[src/rtl/power_iter_engine.sv]
`timescale 1ns/1ps
// power_iter_engine: self-sequencing power iteration for an N x N unsigned matrix.
// Each iteration runs one MAC per cycle, a sequential max scan, a per-lane restoring
// divide for normalisation, and a max |delta| scan. The loop stops on convergence,
// on the iteration limit, or when the product vector is all zero.
module power_iter_engine #(
  parameter int N      = 4,
  parameter int A_W    = 4,
  parameter int V_W    = 4,
  parameter int Y_W    = 12,
  parameter int ITER_W = 5
) (
  input  logic                  clk,
  input  logic                  reset,
  input  logic                  start,
  input  logic                  abort,
  input  logic [N*N*A_W-1:0]    matrix,
  input  logic [N*V_W-1:0]      v_init,
  input  logic [V_W-1:0]        threshold,
  input  logic [ITER_W-1:0]     max_iter,
  output logic                  busy,
  output logic                  done,
  output logic                  converged,
  output logic                  err_zero,
  output logic [ITER_W-1:0]     iter_count,
  output logic [Y_W-1:0]        lambda_out,
  output logic [V_W-1:0]        max_diff,
  output logic [N*V_W-1:0]      v_out
);

  localparam int IW  = $clog2(N);
  localparam int D_W = Y_W + V_W;
  localparam int SW  = $clog2(D_W);
  localparam logic [IW-1:0]  LAST   = IW'(N - 1);
  localparam logic [SW-1:0]  D_LAST = SW'(D_W - 1);
  localparam logic [V_W-1:0] FS     = '1;

  typedef enum logic [2:0] {
    S_IDLE, S_LOAD, S_MULT, S_MAX, S_SCALE, S_DIFF, S_CHECK, S_FIN
  } state_t;

  state_t              state;
  logic [V_W-1:0]      v_old [N];
  logic [V_W-1:0]      v_new [N];
  logic [Y_W-1:0]      y     [N];
  logic [Y_W-1:0]      ymax;
  logic [V_W-1:0]      diff_acc;
  logic [V_W-1:0]      thr;
  logic [ITER_W-1:0]   lim;
  logic [IW-1:0]       row;
  logic [IW-1:0]       col;
  logic [IW-1:0]       lane;
  logic [SW-1:0]       step;
  logic [Y_W-1:0]      rem;
  logic [D_W-1:0]      dvd;
  logic [D_W-2:0]      quo;

  // Unpacked views of the flat matrix and seed buses
  logic [A_W-1:0]      a_arr [N][N];
  logic [V_W-1:0]      seed  [N];

  genvar gr, gc;
  generate
    for (gr = 0; gr < N; gr++) begin : g_row
      assign seed[gr] = v_init[gr*V_W +: V_W];
      for (gc = 0; gc < N; gc++) begin : g_col
        assign a_arr[gr][gc] = matrix[(gr*N+gc)*A_W +: A_W];
      end
    end
  endgenerate

  // y * (2^V_W - 1) computed as a shift and subtract
  function automatic logic [D_W-1:0] scale_num(input logic [Y_W-1:0] yv);
    return {yv, {V_W{1'b0}}} - {{V_W{1'b0}}, yv};
  endfunction

  // One restoring-divide step: returns {next remainder, quotient bit}.
  // The remainder stays below the divisor, so modular Y_W-bit subtraction is exact.
  function automatic logic [Y_W:0] div_step(input logic [Y_W-1:0] rem_in,
                                            input logic           bit_in,
                                            input logic [Y_W-1:0] den);
    logic [Y_W:0] trial;
    trial = {rem_in, bit_in};
    if (trial >= {1'b0, den}) return {trial[Y_W-1:0] - den, 1'b1};
    return {trial[Y_W-1:0], 1'b0};
  endfunction

  // Clamp a quotient to the lane full scale
  function automatic logic [V_W-1:0] sat_lane(input logic [D_W-1:0] q);
    if (q > {{Y_W{1'b0}}, FS}) return FS;
    return q[V_W-1:0];
  endfunction

  function automatic logic [V_W-1:0] abs_diff(input logic [V_W-1:0] a,
                                              input logic [V_W-1:0] b);
    return (a > b) ? (a - b) : (b - a);
  endfunction

  logic [A_W+V_W-1:0]  prod;
  logic [Y_W-1:0]      mac_sum;
  logic [ITER_W-1:0]   iter_next;
  logic [V_W-1:0]      lane_diff;

  assign prod      = {{V_W{1'b0}}, a_arr[row][col]} * {{A_W{1'b0}}, v_old[col]};
  assign mac_sum   = y[row] + Y_W'(prod);
  assign iter_next = iter_count + ITER_W'(1);
  assign lane_diff = abs_diff(v_new[lane], v_old[lane]);

  logic [D_W-1:0]      dvd_src;
  logic [Y_W-1:0]      rem_src;
  logic [D_W-2:0]      quo_src;
  logic [Y_W:0]        step_res;
  logic [D_W-1:0]      quo_next;

  // Divider step: the first step of each lane starts from the freshly scaled dividend
  always_comb begin
    dvd_src = dvd;
    rem_src = rem;
    quo_src = quo;
    if (step == '0) begin
      dvd_src = scale_num(y[lane]);
      rem_src = '0;
      quo_src = '0;
    end
    step_res = div_step(rem_src, dvd_src[D_W-1], ymax);
    quo_next = {quo_src, step_res[0]};
  end

  // Iteration controller and datapath registers
  always_ff @(posedge clk) begin
    if (reset) begin
      state      <= S_IDLE;
      busy       <= 1'b0;
      done       <= 1'b0;
      converged  <= 1'b0;
      err_zero   <= 1'b0;
      iter_count <= '0;
      lambda_out <= '0;
      max_diff   <= '0;
      v_out      <= '0;
      ymax       <= '0;
      diff_acc   <= '0;
      thr        <= '0;
      lim        <= '0;
      row        <= '0;
      col        <= '0;
      lane       <= '0;
      step       <= '0;
      rem        <= '0;
      dvd        <= '0;
      quo        <= '0;
      for (int i = 0; i < N; i++) begin
        v_old[i] <= '0;
        v_new[i] <= '0;
        y[i]     <= '0;
      end
    end else begin
      done <= 1'b0;
      if (abort && state != S_IDLE) begin
        state     <= S_IDLE;
        busy      <= 1'b0;
        converged <= 1'b0;
      end else begin
        case (state)
          S_IDLE: begin
            if (start) begin
              state      <= S_LOAD;
              busy       <= 1'b1;
              converged  <= 1'b0;
              err_zero   <= 1'b0;
              iter_count <= '0;
            end
          end
          S_LOAD: begin
            for (int i = 0; i < N; i++) begin
              v_old[i] <= seed[i];
              y[i]     <= '0;
            end
            thr   <= threshold;
            lim   <= (max_iter == '0) ? ITER_W'(1) : max_iter;
            ymax  <= '0;
            row   <= '0;
            col   <= '0;
            state <= S_MULT;
          end
          S_MULT: begin
            y[row] <= mac_sum;
            if (col == LAST) begin
              col <= '0;
              if (row == LAST) begin
                row   <= '0;
                lane  <= '0;
                state <= S_MAX;
              end else begin
                row <= row + IW'(1);
              end
            end else begin
              col <= col + IW'(1);
            end
          end
          S_MAX: begin
            if (y[lane] > ymax) ymax <= y[lane];
            if (lane == LAST) begin
              lane  <= '0;
              step  <= '0;
              state <= S_SCALE;
            end else begin
              lane <= lane + IW'(1);
            end
          end
          S_SCALE: begin
            if (lane == '0 && step == '0 && ymax == '0) begin
              err_zero <= 1'b1;
              v_out    <= '0;
              for (int i = 0; i < N; i++) v_new[i] <= '0;
              done     <= 1'b1;
              state    <= S_FIN;
            end else begin
              rem <= step_res[Y_W:1];
              dvd <= {dvd_src[D_W-2:0], 1'b0};
              quo <= quo_next[D_W-2:0];
              if (step == D_LAST) begin
                step        <= '0;
                v_new[lane] <= sat_lane(quo_next);
                if (lane == LAST) begin
                  lane     <= '0;
                  diff_acc <= '0;
                  state    <= S_DIFF;
                end else begin
                  lane <= lane + IW'(1);
                end
              end else begin
                step <= step + SW'(1);
              end
            end
          end
          S_DIFF: begin
            if (lane_diff > diff_acc) diff_acc <= lane_diff;
            if (lane == LAST) begin
              lane  <= '0;
              state <= S_CHECK;
            end else begin
              lane <= lane + IW'(1);
            end
          end
          S_CHECK: begin
            iter_count <= iter_next;
            lambda_out <= ymax;
            max_diff   <= diff_acc;
            for (int i = 0; i < N; i++) v_out[i*V_W +: V_W] <= v_new[i];
            if (diff_acc <= thr) begin
              converged <= 1'b1;
              done      <= 1'b1;
              state     <= S_FIN;
            end else if (iter_next == lim) begin
              done  <= 1'b1;
              state <= S_FIN;
            end else begin
              for (int i = 0; i < N; i++) begin
                v_old[i] <= v_new[i];
                y[i]     <= '0;
              end
              ymax  <= '0;
              row   <= '0;
              col   <= '0;
              state <= S_MULT;
            end
          end
          S_FIN: begin
            busy  <= 1'b0;
            state <= S_IDLE;
          end
          default: state <= S_IDLE;
        endcase
      end
    end
  end

endmodule
[config.mk]
export PLATFORM = sky130hd
export DESIGN_NAME = power_iter_engine
export DESIGN_NICKNAME = d
export VERILOG_FILES = /design/src/rtl/power_iter_engine.sv
export SDC_FILE = /design/constraint.sdc
export NUM_CORES = 1
export LEC_CHECK = 0
export BUFFER_PORTS_ARGS = -buffer_cell sky130_fd_sc_hd__buf_2
export CAP_MARGIN = 25
export CORE_ASPECT_RATIO = 0.7
export CORE_UTILIZATION = 50
export CTS_CLUSTER_SIZE = 24
export DETAILED_ROUTE_END_ITERATION = 6
export GPL_ROUTABILITY_DRIVEN = 0
export GPL_TIMING_DRIVEN = 0
export PLACE_DENSITY = 0.82
export SYNTH_ARGS = -nofsm -noshare
export SYNTH_HDL_FRONTEND = slang
export SYNTH_SLANG_ARGS = --single-unit
export TNS_END_PERCENT = 100
[constraint.sdc]
create_clock -name clk -period 7.75 [get_ports clk]
set_input_delay 1.55 -clock clk [delete_from_list [all_inputs] [get_ports clk]]
set_output_delay 1.55 -clock clk [all_outputs]
set_load 0.02 [all_outputs]
Word-level counts from Yosys, hierarchy flattened
Memory sizes are Yosys's and may differ from the RTL's. A register that Yosys moved wholly into a read port is not among the register bits. Index checks and enable logic that the tools add are counted.

Bitwise gates (word level): 24. $mul: 1. Order comparisons: 8. Mux-type cells: 140. $add $sub $neg: 10. Eq/ne operators: 28. Reduce and logical (&&, ||, !) cells: 37.

Operators with widths (number): 12-bit 2-to-1 mux (13); 4-bit 2-to-1 mux (29); 16-bit 2-to-1 mux (4); 2-bit 2-to-1 mux (22); 1-bit 2-to-1 mux (42); 12-bit case mux with 3 select lines (1); 16-bit binary-select mux with 2-bit select (1); 16-bit case mux with 2 select lines (1); 3-bit 2-to-1 mux (10); 2-bit != test, second input constant (14); 13-bit 2-to-1 mux (2); 3-bit case mux with 8 select lines (1); 1-bit bitwise OR (20); 2-bit case mux with 3 select lines (3); 16-bit by 4-bit greater-than comparator with 1-bit output, second input constant (1); 4-bit case mux with 2 select lines (2); 16-bit by 12-bit subtractor with 16-bit output (1); 15-bit 2-to-1 mux (1); 13-bit by 12-bit >= comparator with 1-bit output (1); 12-bit by 8-bit adder with 12-bit output (1); 3-bit == test, second input constant (4); 12-bit greater-than comparator (1); 12-bit logical NOT (1); 3-bit AND reduction (4); other kinds (36) (68).

Output and inout port bits: 41. Memories kept: 3. Bits in registers: 121. Logic and storage cells: 271. Memory bits (writable): 80.

Memory list: y (words 4, bits a word 12, read ports 2, clocked after Yosys merged registers in 2, wr ports 4, RTL line 45) `logic [Y_W-1:0] y [N];`; v_new (words 4, bits a word 4, read ports 5, clocked after Yosys merged registers in 1, wr ports 4, RTL line 44) `logic [V_W-1:0] v_new [N];`; v_old (words 4, bits a word 4, read ports 2, clocked after Yosys merged registers in 2, wr ports 4, RTL line 43) `logic [V_W-1:0] v_old [N];`.

Longest topological paths before layout
Gate-level depths: netlist (run 1).

Depth in word-level cells: 19. Gate-level depth with buffers: 24.

Least setup slack after synthesis (run 1)
No wires, ideal clock.

Path kind: input -> register. From: input matrix[61]. To: memory y[3][9], data pin. Data arrival time: 5587 ps. Path buffers: 0. Stages on the path: 16. Library setup time: 272 ps. Path slack: 1890 ps. Data required time: 7478 ps. Cells stage by stage: mux4_2 > mux4_2 > nand2_1 > fa_1 > fa_1 > fa_1 > inv_1 > ha_1 > nor2b_1 > o21ai_0 > a21oi_1 > o21ai_0 > a21o_1 > a21oi_1 > o21ai_0 > a21oi_1.

RTL lines: start: declaration (RTL line 17) `input logic [N*N*A_W-1:0] matrix,`; end: declaration (RTL line 45).

==> run metrics, run 1 <==
Worst EP required 7.98 ns; Wirelength per Cell 20.0 microns; gr ovfl total 0; RSZ-0062 raised after global routing no; critical path's top delay family buffers and inverters; Warnings, synthesis 0; Clock Latency Late Sink 0.51 ns; Slew headroom 0.346; layout cell share with drive strength beyond 1 0.163; synth-to-layout area growth 13.8%; synth cell count leaders nand2_1 (155), nor2_1 (152), dfxtp_1 (127), a21oi_1 (94), inv_1 (84); Buf+Inv Stages, Crit Path 4; vias in the first global route 10288; share of the synthesized area in the top cell type 0.204; initial DRC count 1285; initial antenna violation count 0; multi-input logic area 6960 sq um; Final WS setup 0.825 ns; die height 134 microns; CP Class reg -> reg; peak supply drop 0.000173 V; Inserted Diodes 0; post-CTS sizing 0; startpoint types register; Pwr per Cell Area 198 nW/um^2; fillers 1953; ys flop type dfxtp_1; Max H-tree Level 1; CTS Buf Count 20; Tmin final 6.92 ns; final core occ 0.591; Clock transition at path regs 0.07 ns; syn_area_per_cell 9.66 sq um; Pleak 5.60 nW; Post-CTS Hold Buffers 0; Via density 6.20; final setup skew 0.0156 ns; global-route wire length before repair 55.3 mm; largest cells by area after synthesis dfxtp_1 (20%), edfxtp_1 (19%), mux4_2 (8.8%), ha_1 (7.8%), nand2_1 (4.7%); Cells after Synth 1293; Syn Nets 1476; Final Hold Fails 0; crit share post-route 0.893; Post-synth EDFFs 80; remaining antenna violation count 0; Synth area leader dfxtp_1; most frequent cell after synthesis nand2_1; Slew Viols, Final 0; max frequency 0.144 GHz; Routed WL 35.7 mm; largest net degree at the start of global routing 16; Slowest cell on crit path clkbuf_1; crit end category register; status complete, no violations; DR vias 11033; Final #Nets 1630; WP data arrival 7.16 ns; total track usage 0.275; IO Pins 134; core area 24100 sq um; Yosys reg bits 207; setup_tns 0 ns; Crit path largest cell delay 0.75 ns; Initial Utilization 0.519; Post-Syn Area 12500 sq um; hold slack 0.452 ns; Seq. cell area 4940 sq um; reg-to-reg slack, setup 0.83 ns; clock root cell clkbuf_16; Max FO, Critical Path 10; Final setup viols 0; post-CTS setup-driven buffer insertion count 0; Worst Setup Slack post-DPL 1.13 ns; residual DRC count 0; Slew @ Worst Pin 0.977 ns; share of synthesized registers carrying an async set or reset 0; row cnt 47; Die Area 25600 sq um; clk sinks 207; Max-cap violations 0; HP Class reg -> reg; Die X 191 microns; CTS tree done; total iterations of the first detailed-routing run 6; distinct cell type count after synthesis 63; sequential share of the synthesized area 0.396; dpl hpwl 27.4 mm; worst path cell trace buf_1 -> clkbuf_1 -> mux4_2 -> inv_1 -> ha_1 -> and2_1 -> and4_1 -> a2111oi_4 -> o21ai_1 -> xnor2_1 -> nand2_1 -> o21ai_0 -> ha_1 -> nor2b_1 -> o21a_1 -> o21ai_0 -> o221ai_1 -> a21oi_1 -> clkbuf_1 -> nor2b_1 -> nor2_1; port bufs 131; clk buf depth 3
-- cell families (layout without fill, tap and decap cells) --
kind of cell	count (synthesis)	count (layout)	share of synthesized area
xor gates and xnor gates	36	36	0.0252
DFF	207	207	0.396
adders and majority gates	90	90	0.0973
muxes	78	78	0.123
and+or+nand+nor	464	464	0.170
buffers and inverters	152	320	0.0474
AOI/OAI and AO/OA	266	266	0.141
-- final timing paths --
path / end / startpoint / cells past startpoint
setup reg to reg: v_new[1][0] / register / 21
setup / recovery: v_new[1][0] / register / 21
hold / removal: lambda_out[9] / lambda_out[9] / 2
hold reg to reg: lambda_out[9] / lambda_out[9] / 2
-- flip-flops by register name, summed over array words and instances, names as in the netlist, 12 cells and up, named ones only --
name	cells
quo	15
rem	12
y	48
v_new	16
v_old	16
lambda_out	12
ymax	12
v_out	16
dvd	15
-- tightest hold or removal path, cell delays in order, from the launching register on --
cell	delay, ns
dfxtp_1	0.31
nand2_1	0.05
a21oi_1	0.05
-- report_power, final --
part | internal, mW | switching, mW
clock network | 0.585 | 0.432
logic | 0.231 | 0.360
registers | 1.18 | 0.0318
-- stage by stage --
stage / instance area (sq um) / total power, mW / std cells
floorplan: 12500 / 1.63 / 1293
global placement: 13500 / 1.77 / 1742
detailed placement: 13500 / 1.80 / 1742
CTS: 14200 / 2.80 / 1778
global route: 14200 / 2.92 / 1779
finish: 14200 / 2.82 / 1779
-- placed cells by master, fill, tap and decap left out, types with 13 or more instances in the layout --
cell / count
nand2b_1: 19
and2_1: 23
a211oi_1: 15
xnor2_1: 24
nand3_1: 33
ha_1: 78
a22oi_1: 19
nand4_1: 13
nand2_1: 155
clkbuf_1: 53
inv_1: 84
nor3_1: 16
dfxtp_1: 127
mux4_2: 49
a22o_1: 29
a21oi_1: 94
buf_2: 139
nor2_1: 152
mux2i_1: 18
a21o_1: 23
o21ai_0: 36
edfxtp_1: 80
clkbuf_16: 22
-- area by class of cell --
class                           instances  share of cell area
Inverter                               86              0.0227
Buffer                                 66              0.0189
Sequential cell                       207               0.348
Clock buffer                           26              0.0399
Tap cell                              318              0.0280
Clock inverter                         10             0.00721
Timing Repair Buffer                  132              0.0465
Multi-Input combinational cell        934               0.489
-- metal layers --
| layer | part of all wire | vias to the layer above | global-route usage |
|---|---|---|---|
| met3 | 0.12 | 83 | 0.0672 |
| met4 | 0.024 | 0 | 0.0804 |
| met2 | 0.42 | 642 | 0.396 |
| met5 | 0 | - | 0 |
| li1 | - | 4978 | - |
| met1 | 0.43 | 5330 | 0.408 |
(Power assumes the default switching activity.)
==> inputs of run 2 (changes only) <==
--- a/config.mk
+++ b/config.mk
@@ -9,6 +9,7 @@
 export CAP_MARGIN = 25
 export CORE_ASPECT_RATIO = 0.7
 export CORE_UTILIZATION = 50
+export CTS_BUF_LIST = sky130_fd_sc_hd__clkbuf_8
 export CTS_CLUSTER_SIZE = 24
 export DETAILED_ROUTE_END_ITERATION = 6
 export GPL_ROUTABILITY_DRIVEN = 0
==> run metrics, run 2 (same netlist as run 1, synthesis figures left out) <==
status complete, no violations; IO Pins 134 (unchanged); Die Area 25600 sq um (unchanged); Final setup viols 0 (unchanged); Slowest cell on crit path clkbuf_1; core area 24100 sq um (unchanged); synth-to-layout area growth 14.0%; Int Pwr 1.96 mW (-1.6%); Comb power frac 0.212 (+0.002); initial DRC count 1417 (+10%); commonest cells after routing, fill and taps aside nand2_1 (155), nor2_1 (152), buf_2 (139), dfxtp_1 (127), a21oi_1 (94); Inserted Diodes 0 (unchanged); dpl hpwl 27.4 mm (unchanged); Final WS setup 0.701 ns (-0.125 ns); total track usage 0.281 (+0.00545); Slew headroom 0.246 (-0.100); Worst Setup Slack post-DPL 1.13 ns (unchanged); Post-CTS Hold Buffers 0 (unchanged); Die X 191 microns (unchanged); crit share post-route 0.910 (+0.0161); initial antenna violation count 0 (unchanged); CTS tree done; clock root cell clkbuf_8; hold slack 0.453 ns (+0.00116 ns); Tmin final 7.05 ns (+0.125 ns); crit end category register; Max H-tree Level 1 (unchanged); total stage count of the critical path 21 (unchanged); global-route wire length before repair 56.2 mm (+1.7%); clk sinks 207 (unchanged); startpoint types register; Worst EP required 8.08 ns (+0.10 ns); gr ovfl total 0 (unchanged); die height 134 microns (unchanged); Buf+Inv Stages, Crit Path 4 (unchanged); remaining antenna violation count 0 (unchanged); post-CTS setup-driven buffer insertion count 0 (unchanged); Reg power frac 0.431 (about the same); RSZ-0062 raised after global routing no; Max FO, Critical Path 10 (unchanged); Clock transition at path regs 0.07 ns (about the same); critical path's top delay family buffers and inverters; Max-cap violations 0 (unchanged); Slew @ Worst Pin 1.12 ns (+0.145 ns); Clock Latency Late Sink 0.60 ns (+0.09 ns); non-filler cells, final 1798 (+1.1%); Sw Pwr 0.846 mW (+2.8%); Via density 6.22 (+0.34%); largest net degree at the start of global routing 15 (-1); port bufs 131 (unchanged); WP data arrival 7.38 ns (+0.22 ns); vias in the first global route 10479 (+1.9%); Final Hold Fails 0 (unchanged); Initial Utilization 0.519 (unchanged); total iterations of the first detailed-routing run 6 (unchanged); clk buf depth 3 (unchanged); DR vias 11189 (+1.4%); Wirelength per Cell 20.3 microns (+1.4%); CP Class reg -> reg; peak supply drop 0.000159 V (-8.2%); CTS Buf Count 30 (+50%); most common cell after layout, fill and taps aside nand2_1; Pleak 5.64 nW (+0.80%); Reg with most FFs y; Crit path largest cell delay 0.72 ns (-0.03 ns); layout cell share with drive strength beyond 1 0.173 (+0.0101); Clk network pwr share 0.356 (-0.005); Inst Count DP 1742 (unchanged); design area 14200 sq um (+0.11%); Sw Share 0.301 (+0.00905); worst path cell trace buf_1 -> clkbuf_1 -> mux4_2 -> inv_1 -> ha_1 -> and2_1 -> and4_1 -> a2111oi_4 -> o21ai_1 -> xnor2_1 -> nand2_1 -> o21ai_0 -> ha_1 -> nor2b_1 -> o21a_1 -> o21ai_0 -> o221ai_1 -> a21oi_1 -> clkbuf_1 -> nor2b_1 -> nor2_1; post-CTS sizing 0 (unchanged); final setup skew 0.0295 ns (+0.0138 ns); Area after DPL 13500 sq um (unchanged); fillers 1981 (+1.4%); Slew Viols, Final 0 (unchanged); residual DRC count 0 (unchanged); setup_tns 0 ns (unchanged); Final #Nets 1639 (+0.55%); max FFs per register 48 (unchanged); Routed WL 36.5 mm (+2.5%); row cnt 47 (unchanged); HP Class reg -> reg; worst reg2reg path depth 21 (unchanged); max frequency 0.142 GHz (-1.8%); Worst Hold Path Cells 2 (unchanged); Pwr per Cell Area 197 nW/um^2 (-0.40%)
-- run 2: tightest hold or removal path, delay by kind of cell (launching register included) --
family | cells | cell delay (ns)
DFF | 1 | 0.31
and+or+nand+nor | 1 | 0.05
AOI/OAI and AO/OA | 1 | 0.05
-- run 2: final timing paths --
| kind | to | from | slack (ns) |
|---|---|---|---|
| worst max-delay path | v_new[1][0] | register | 0.70 |
| worst max register to register | v_new[1][0] | register | 0.70 |
| worst min register to register | lambda_out[9] | lambda_out[9] | 0.45 |
| worst min-delay path | lambda_out[9] | lambda_out[9] | 0.45 |
-- run 2: per-stage QoR --
step | util | total power [mW]
2_1_floorplan | - | 1.63
6_report | 0.592 | 2.81
3_5_place_dp | 0.563 | 1.80
3_3_place_gp | 0.563 | 1.77
4_1_cts | 0.592 | 2.79
5_1_grt | 0.592 | 2.91
-- run 2: layout make-up --
| cell class | instances | area [sq um] | share of cell area |
|---|---|---|---|
| plain buffers | 66 | 269 | 0.0189 |
| clock buffers | 39 | 537 | 0.0377 |
| clock inverters | 17 | 154 | 0.0108 |
| inverters | 86 | 323 | 0.0227 |
| multi-input cells | 934 | 6960 | 0.489 |
| flip-flops and latches | 207 | 4940 | 0.347 |
| well taps | 318 | 398 | 0.0279 |
| repair buffers | 131 | 656 | 0.0460 |
-- run 2: power by group through the flow --
| stage | clock network (mW) | logic (mW) | registers, mW |
|---|---|---|---|
| floorplan | 0 | 0.416 | 1.22 |
| CTS | 1.01 | 0.580 | 1.21 |
| detailed placement | 0 | 0.567 | 1.23 |
| global route | 1.05 | 0.652 | 1.21 |
| global placement | 0 | 0.544 | 1.23 |
| finish | 1.00 | 0.597 | 1.21 |
-- run 2: routing by layer --
metal,global-route usage,up-vias,wire [microns]
met2,0.402,712,15500
met4,0.0836,0,910
met5,0,-,0
li1,-,4995,-
met3,0.0772,99,4700
met1,0.411,5383,15400
